**src/rtl/ps2_pkg.sv**
```systemverilog
// Shared constants, state encodings and the event record for the PS/2 key event decoder.
package ps2_pkg;

    localparam logic [7:0] PS2_EXT    = 8'hE0;
    localparam logic [7:0] PS2_BRK    = 8'hF0;
    localparam logic [7:0] PS2_LSHIFT = 8'h12;
    localparam logic [7:0] PS2_RSHIFT = 8'h59;
    localparam logic [7:0] PS2_SPACE  = 8'h29;

    typedef enum logic [1:0] {
        POP_IDLE = 2'd0,
        POP_CAP  = 2'd1,
        POP_GAP  = 2'd2
    } pop_state_t;

    typedef enum logic [1:0] {
        PFX_NORM    = 2'd0,
        PFX_EXT     = 2'd1,
        PFX_BRK     = 2'd2,
        PFX_EXT_BRK = 2'd3
    } pfx_state_t;

    typedef struct packed {
        logic       ext;
        logic       brk;
        logic [7:0] code;
        logic [7:0] ascii;
    } ps2_event_t;

    // Letters are stored lower case; shifting maps them onto the upper-case block.
    function automatic logic [7:0] ps2_letter(input logic [7:0] lower, input logic shifted);
        return shifted ? (lower - 8'h20) : lower;
    endfunction

endpackage

```
**src/rtl/ps2_ascii_lut.sv**
```systemverilog
// Set-2 scan code to ASCII for letters, digit row and space; everything else maps to 00.
module ps2_ascii_lut
    import ps2_pkg::*;
(
    input  logic [7:0] i_code,
    input  logic       i_shift,
    output logic [7:0] o_ascii
);

    always_comb begin
        o_ascii = 8'h00;
        case (i_code)
            8'h1C: o_ascii = ps2_letter(8'h61, i_shift);
            8'h32: o_ascii = ps2_letter(8'h62, i_shift);
            8'h21: o_ascii = ps2_letter(8'h63, i_shift);
            8'h23: o_ascii = ps2_letter(8'h64, i_shift);
            8'h24: o_ascii = ps2_letter(8'h65, i_shift);
            8'h2B: o_ascii = ps2_letter(8'h66, i_shift);
            8'h34: o_ascii = ps2_letter(8'h67, i_shift);
            8'h33: o_ascii = ps2_letter(8'h68, i_shift);
            8'h43: o_ascii = ps2_letter(8'h69, i_shift);
            8'h3B: o_ascii = ps2_letter(8'h6A, i_shift);
            8'h42: o_ascii = ps2_letter(8'h6B, i_shift);
            8'h4B: o_ascii = ps2_letter(8'h6C, i_shift);
            8'h3A: o_ascii = ps2_letter(8'h6D, i_shift);
            8'h31: o_ascii = ps2_letter(8'h6E, i_shift);
            8'h44: o_ascii = ps2_letter(8'h6F, i_shift);
            8'h4D: o_ascii = ps2_letter(8'h70, i_shift);
            8'h15: o_ascii = ps2_letter(8'h71, i_shift);
            8'h2D: o_ascii = ps2_letter(8'h72, i_shift);
            8'h1B: o_ascii = ps2_letter(8'h73, i_shift);
            8'h2C: o_ascii = ps2_letter(8'h74, i_shift);
            8'h3C: o_ascii = ps2_letter(8'h75, i_shift);
            8'h2A: o_ascii = ps2_letter(8'h76, i_shift);
            8'h1D: o_ascii = ps2_letter(8'h77, i_shift);
            8'h22: o_ascii = ps2_letter(8'h78, i_shift);
            8'h35: o_ascii = ps2_letter(8'h79, i_shift);
            8'h1A: o_ascii = ps2_letter(8'h7A, i_shift);
            // Digit row: US layout symbols when shifted.
            8'h45: o_ascii = i_shift ? 8'h29 : 8'h30;
            8'h16: o_ascii = i_shift ? 8'h21 : 8'h31;
            8'h1E: o_ascii = i_shift ? 8'h40 : 8'h32;
            8'h26: o_ascii = i_shift ? 8'h23 : 8'h33;
            8'h25: o_ascii = i_shift ? 8'h24 : 8'h34;
            8'h2E: o_ascii = i_shift ? 8'h25 : 8'h35;
            8'h36: o_ascii = i_shift ? 8'h5E : 8'h36;
            8'h3D: o_ascii = i_shift ? 8'h26 : 8'h37;
            8'h3E: o_ascii = i_shift ? 8'h2A : 8'h38;
            8'h46: o_ascii = i_shift ? 8'h28 : 8'h39;
            PS2_SPACE: o_ascii = 8'h20;
            default: o_ascii = 8'h00;
        endcase
    end

endmodule

```
**src/rtl/ps2_key_event.sv**
```systemverilog
// Pops bytes from ps2_keyboard, folds E0/F0 prefixes into key events and queues them for a consumer.
//  pop state   | meaning
//  POP_IDLE    | waiting for kb_ready
//  POP_CAP     | byte captured, pop strobe low this cycle
//  POP_GAP     | one dead cycle so the keyboard FIFO can update
//  pfx state   | meaning
//  PFX_NORM    | no prefix pending
//  PFX_EXT     | E0 seen
//  PFX_BRK     | F0 seen
//  PFX_EXT_BRK | E0 and F0 seen
module ps2_key_event
    import ps2_pkg::*;
#(
    parameter int FIFO_DEPTH       = 8,
    parameter int CNT_W            = 8,
    parameter bit TYPEMATIC_FILTER = 1'b1,
    parameter bit SHIFT_EN         = 1'b1
)(
    input  logic             clk,
    input  logic             reset,
    input  logic [7:0]       kb_data,
    input  logic             kb_ready,
    input  logic             kb_overflow,
    output logic             kb_nextdata_n,
    output logic             ev_valid,
    input  logic             ev_ready,
    output logic [7:0]       ev_code,
    output logic             ev_ext,
    output logic             ev_break,
    output logic [7:0]       ev_ascii,
    output logic             shift,
    output logic [CNT_W-1:0] press_cnt,
    output logic             err_drop,
    output logic             err_ovf
);

    localparam int AW = $clog2(FIFO_DEPTH);

    pop_state_t       r_pop_state;
    logic [7:0]       r_byte;
    logic             r_byte_vld;

    pfx_state_t       r_pfx_state;
    ps2_event_t       r_emit;
    logic             r_emit_vld;
    logic [8:0]       r_last_make;
    logic             r_last_vld;
    logic             r_shift_l;
    logic             r_shift_r;
    logic [CNT_W-1:0] r_press_cnt;

    ps2_event_t       r_mem [FIFO_DEPTH];
    logic [AW:0]      r_wr_ptr;
    logic [AW:0]      r_rd_ptr;
    logic             r_err_drop;
    logic             r_err_ovf;

    logic             w_is_pfx;
    logic             w_ext;
    logic             w_brk;
    logic [8:0]       w_key;
    logic             w_repeat;
    logic [7:0]       w_lut_ascii;
    logic [7:0]       w_ascii;
    logic             w_empty;
    logic             w_full;
    logic             w_pop;
    logic             w_push;
    ps2_event_t       w_head;

    always_ff @(posedge clk) begin
        if (reset) begin
            r_pop_state   <= POP_IDLE;
            r_byte        <= 8'h00;
            r_byte_vld    <= 1'b0;
            kb_nextdata_n <= 1'b1;
        end else begin
            r_byte_vld <= 1'b0;
            case (r_pop_state)
                POP_IDLE: begin
                    if (kb_ready) begin
                        r_pop_state   <= POP_CAP;
                        r_byte        <= kb_data;
                        r_byte_vld    <= 1'b1;
                        kb_nextdata_n <= 1'b0;
                    end
                end
                POP_CAP: begin
                    r_pop_state   <= POP_GAP;
                    kb_nextdata_n <= 1'b1;
                end
                POP_GAP:  r_pop_state <= POP_IDLE;
                default:  r_pop_state <= POP_IDLE;
            endcase
        end
    end

    assign w_is_pfx = (r_byte == PS2_EXT) || (r_byte == PS2_BRK);
    assign w_ext    = (r_pfx_state == PFX_EXT) || (r_pfx_state == PFX_EXT_BRK);
    assign w_brk    = (r_pfx_state == PFX_BRK) || (r_pfx_state == PFX_EXT_BRK);
    assign w_key    = {w_ext, r_byte};
    assign w_repeat = TYPEMATIC_FILTER && r_last_vld && (r_last_make == w_key);
    assign w_ascii  = w_ext ? 8'h00 : w_lut_ascii;

    ps2_ascii_lut u_ascii_lut (
        .i_code  (r_byte),
        .i_shift (shift & SHIFT_EN),
        .o_ascii (w_lut_ascii)
    );

    always_ff @(posedge clk) begin
        if (reset) begin
            r_pfx_state <= PFX_NORM;
            r_emit      <= '0;
            r_emit_vld  <= 1'b0;
            r_last_make <= 9'h000;
            r_last_vld  <= 1'b0;
            r_shift_l   <= 1'b0;
            r_shift_r   <= 1'b0;
            r_press_cnt <= '0;
        end else begin
            r_emit_vld <= 1'b0;
            if (r_byte_vld) begin
                case (r_pfx_state)
                    PFX_NORM: begin
                        if (r_byte == PS2_EXT)      r_pfx_state <= PFX_EXT;
                        else if (r_byte == PS2_BRK) r_pfx_state <= PFX_BRK;
                    end
                    PFX_EXT: begin
                        if (r_byte == PS2_BRK)      r_pfx_state <= PFX_EXT_BRK;
                        else if (!w_is_pfx)         r_pfx_state <= PFX_NORM;
                    end
                    PFX_BRK: begin
                        if (r_byte == PS2_EXT)      r_pfx_state <= PFX_EXT_BRK;
                        else if (!w_is_pfx)         r_pfx_state <= PFX_NORM;
                    end
                    PFX_EXT_BRK: begin
                        if (!w_is_pfx)              r_pfx_state <= PFX_NORM;
                    end
                    default: r_pfx_state <= PFX_NORM;
                endcase

                if (!w_is_pfx) begin
                    // ASCII uses the shift state from before this event is applied.
                    r_emit <= '{ext: w_ext, brk: w_brk, code: r_byte, ascii: w_ascii};
                    if (w_brk) begin
                        r_emit_vld <= 1'b1;
                        if (r_last_vld && (r_last_make == w_key)) r_last_vld <= 1'b0;
                        if (!w_ext && (r_byte == PS2_LSHIFT)) r_shift_l <= 1'b0;
                        if (!w_ext && (r_byte == PS2_RSHIFT)) r_shift_r <= 1'b0;
                    end else begin
                        if (!w_repeat) begin
                            r_emit_vld  <= 1'b1;
                            r_last_make <= w_key;
                            r_last_vld  <= 1'b1;
                            r_press_cnt <= r_press_cnt + CNT_W'(1);
                        end
                        if (!w_ext && (r_byte == PS2_LSHIFT)) r_shift_l <= 1'b1;
                        if (!w_ext && (r_byte == PS2_RSHIFT)) r_shift_r <= 1'b1;
                    end
                end
            end
        end
    end

    assign w_empty = (r_wr_ptr == r_rd_ptr);
    assign w_full  = (r_wr_ptr[AW] != r_rd_ptr[AW]) && (r_wr_ptr[AW-1:0] == r_rd_ptr[AW-1:0]);
    assign w_pop   = !w_empty && ev_ready;
    // A full FIFO still accepts the push when the head leaves in the same cycle.
    assign w_push  = r_emit_vld && (!w_full || w_pop);

    always_ff @(posedge clk) begin
        if (reset) begin
            r_wr_ptr   <= '0;
            r_rd_ptr   <= '0;
            r_err_drop <= 1'b0;
            r_err_ovf  <= 1'b0;
        end else begin
            if (w_push) r_wr_ptr <= r_wr_ptr + (AW+1)'(1);
            if (w_pop)  r_rd_ptr <= r_rd_ptr + (AW+1)'(1);
            if (r_emit_vld && !w_push) r_err_drop <= 1'b1;
            r_err_ovf <= r_err_ovf | kb_overflow;
        end
    end

    always_ff @(posedge clk) begin
        if (w_push) r_mem[r_wr_ptr[AW-1:0]] <= r_emit;
    end

    assign w_head    = r_mem[r_rd_ptr[AW-1:0]];
    assign ev_valid  = !w_empty;
    assign ev_code   = w_head.code;
    assign ev_ext    = w_head.ext;
    assign ev_break  = w_head.brk;
    assign ev_ascii  = w_head.ascii;
    assign shift     = r_shift_l | r_shift_r;
    assign press_cnt = r_press_cnt;
    assign err_drop  = r_err_drop;
    assign err_ovf   = r_err_ovf;

endmodule
```
**config.mk**
```make
export PLATFORM = sky130hd
export DESIGN_NAME = ps2_key_event
export DESIGN_NICKNAME = d
export VERILOG_FILES = /design/src/rtl/ps2_pkg.sv /design/src/rtl/ps2_ascii_lut.sv /design/src/rtl/ps2_key_event.sv
export SDC_FILE = /design/constraint.sdc
export NUM_CORES = 1
export LEC_CHECK = 0
export ABC_AREA = 1
export CORE_ASPECT_RATIO = 0.8
export CORE_MARGIN = 5
export CORE_UTILIZATION = 60
export CTS_BUF_LIST = sky130_fd_sc_hd__clkbuf_4 sky130_fd_sc_hd__clkbuf_8 sky130_fd_sc_hd__clkbuf_16
export CTS_CLUSTER_SIZE = 20
export DETAILED_ROUTE_END_ITERATION = 7
export PLACE_DENSITY = 0.86
export SLEW_MARGIN = 20
export SYNTH_ARGS = -nofsm -noshare
export SYNTH_HDL_FRONTEND = slang
export SYNTH_SLANG_ARGS = --single-unit
```
**constraint.sdc**
```tcl
create_clock -name clk -period 3.59 [get_ports clk]
set_input_delay 1.077 -clock clk [delete_from_list [all_inputs] [get_ports clk]]
set_output_delay 1.077 -clock clk [all_outputs]
set_load 0.02 [all_outputs]
```
==> out/metrics.yaml <==
antenna_cells: 0
crit_path_max_fanout: 19
dr.pass1.iters: 5
hold_violations: 0
synth-seq-area-share: 0.6102
crit_arrival_ns: 2.42
vdd_drop_max_mv: 0.3543
cts_setup_buffers: 0
worstSetupStartpointType: "flop"
grt_pass1_vias: 6300
setup_violations: 0
dp_hpwl_um: 12850
core_um2: 14350
yosys_most_used_dff: "edfxtp_1"
syn_area_um2: 8825
grtUsageTotal: 0.2355
drv_slew: 0
wl_um: 20880
htreeDepth: 1
vias_per_cell: 5.937
setup_slack_ns: 0.09296
power.total_uw: 5410
cts.path.max_buffers: 3
synth.area.top_cells: "edfxtp_1, dfxtp_1, nor2_1"
relSlewSlack: 0.6286
yosysWarnings: 0
io_pins: 44
async_flop_share: 0
numCtsBuffers: 19
ys_types: 43
yosys.area.top_type_share: 0.4628
fp-row-count: 39
post-route-period-util: 0.9741
initial_core_util: 0.6151
yosys-top-cells-count: "nor2_1, edfxtp_1, nand2_1"
synth_top_area_cell: "edfxtp_1"
postCtsHoldBufs: 0
cp.required_ns: 2.51
p_leak_uw: 0.003821
nFillCells: 1021
die-height_um: 118.5
clk_latency_ns: 0.48
drc_errors: 0
final_nets: 979
postRouteAntennaNets: 0
areaGrowthSynthToFinish_pct: 14.11
place_congestion: 0.9169
die_width_um: 145.6
finalClockSkew_ns: 0.008671
clock-sinks: 201
wl_per_cell_um: 18.05
syn_nets: 941
endpoint_kind: "output port"
syn_avg_cell_area_um2: 9.561
maxCapViolations: 0
outcome: "complete, no violations"
grt_pass1_wl_um: 32930
yosysMostFrequentCell: "nor2_1"
crit_type: "reg -> out"
fmax_mhz: 286.0
overflow: 0
power_density_nw_per_um2: 537.2
setup-tns-final_ns: 0
num_vias: 6869
port_buffers: 42
synth_edf_count: 136
synth-seq-cells: 201
drive_gt1_frac: 0.09044
tightest_slew_ns: 0.5557
netlist_instances: 923
finalNonFillerCells: 1157
dp_slack_ns: 0.3718
grt_max_degree: 69
die_area_um2: 17250
finalCriticalPeriod_ns: 3.497
path_clk_slew_ns: 0.06
hp-class: "reg -> reg"
cts_root_buf: "clkbuf_16"
cts_tree: "built"
antenna_found_initial: 0
first_iter_violations: 951
place_inst: 1124
rsz0062_at_grt: "false"
-- metrics by stage --
stage,hold WS (ns),cell area (um2),util
global route,0.4614,10070,0.7019
global placement,0.4311,9435,0.6577
finish,0.4466,10070,0.7019
CTS,0.4463,10060,0.7012
detailed placement,0.4365,9435,0.6577
floorplan,0.4236,8825,-
-- sequential cells by signal (all words and copies together) (netlist names), named ones only --
signal / count
r_byte_vld: 1
r_mem: 136
r_rd_ptr: 4
kb_nextdata_n: 1
err_ovf: 1
r_wr_ptr: 4
r_last_vld: 1
r_pop_state: 2
press_cnt: 8
r_emit_vld: 1
r_last_make: 9
r_byte: 8
r_shift_r: 1
r_pfx_state: 2
err_drop: 1
r_emit: 17
r_shift_l: 1
-- routing by layer --
metal	track usage	part of all wire	vias to the layer above
met5	0	0	-
met2	0.3782	0.46	407
met3	0.04208	0.10	50
met4	0.06876	0.026	0
met1	0.3330	0.41	3131
li1	-	-	3281
-- path summary, 6_finish.rpt --
kind                            startpoint          to  slack (ns)  depth (start not counted)
worst max-delay path                  flop  ev_code[4]        0.09                          7
worst max register to register   r_byte[5]   r_emit[4]        1.46                          8
worst min-delay path             r_shift_l   r_shift_l        0.45                          2
worst min register to register   r_shift_l   r_shift_l        0.45                          2
-- worst max-delay path, stage by stage, from the launching register on --
cell and delay [ns]:
dfxtp_1 0.33, inv_1 0.15, buf_4 0.28, o21ai_0 0.14, o22ai_1 0.15, nor2_1 0.05, a31oi_1 0.20, clkdlybuf4s50_1 0.64
-- where the power goes --
| group | switching [uW] | internal [uW] |
|---|---|---|
| registers | 63.7 | 2520 |
| logic | 546 | 322 |
| clock network | 786 | 1180 |
-- cell type report --
cell class,count,area (um2),share of cell area
Inverter,48,186.4,0.01851
Tap cell,184,230.2,0.02286
Clock buffer,30,576.8,0.05728
Multi-Input combinational cell,629,3040,0.3019
Sequential cell,201,5386,0.5349
Timing Repair Buffer,62,609.3,0.06051
Clock inverter,3,40.04,0.003976
-- cells in the final DEF, fill, tap and decap left out, types with 5 or more instances in the layout --
cell | Yosys | final
buf_4 | 4 | 17
clkbuf_4 | 0 | 8
nor2_1 | 203 | 203
nor3_1 | 14 | 14
clkbuf_16 | 0 | 19
nand3_1 | 49 | 49
a21oi_1 | 44 | 44
nand2_1 | 113 | 113
o22ai_1 | 20 | 20
a211oi_1 | 9 | 9
nor2_2 | 7 | 7
inv_2 | 9 | 9
ha_1 | 5 | 5
dfxtp_1 | 65 | 64
o21ai_0 | 101 | 101
edfxtp_1 | 136 | 136
xor2_1 | 8 | 8
inv_1 | 36 | 35
clkdlybuf4s50_1 | 0 | 38
a31oi_1 | 18 | 18
-- kinds of logic after synthesis --
group	synth area share
simple gates	0.2025
flops	0.6102
buf+inv	0.04523
compound gates	0.1266
other cells	0.0004249
fa+ha+maj	0.007089
xor+xnor	0.007940
-- timing repair --
action | 4_1_cts | 5_1_grt
pin swaps | 0 | 0
cloned | 0 | 0
resized for setup | 2 | 4
setup endpoints to repair | 9 | 4
Power figures use the tool's default switching activity.
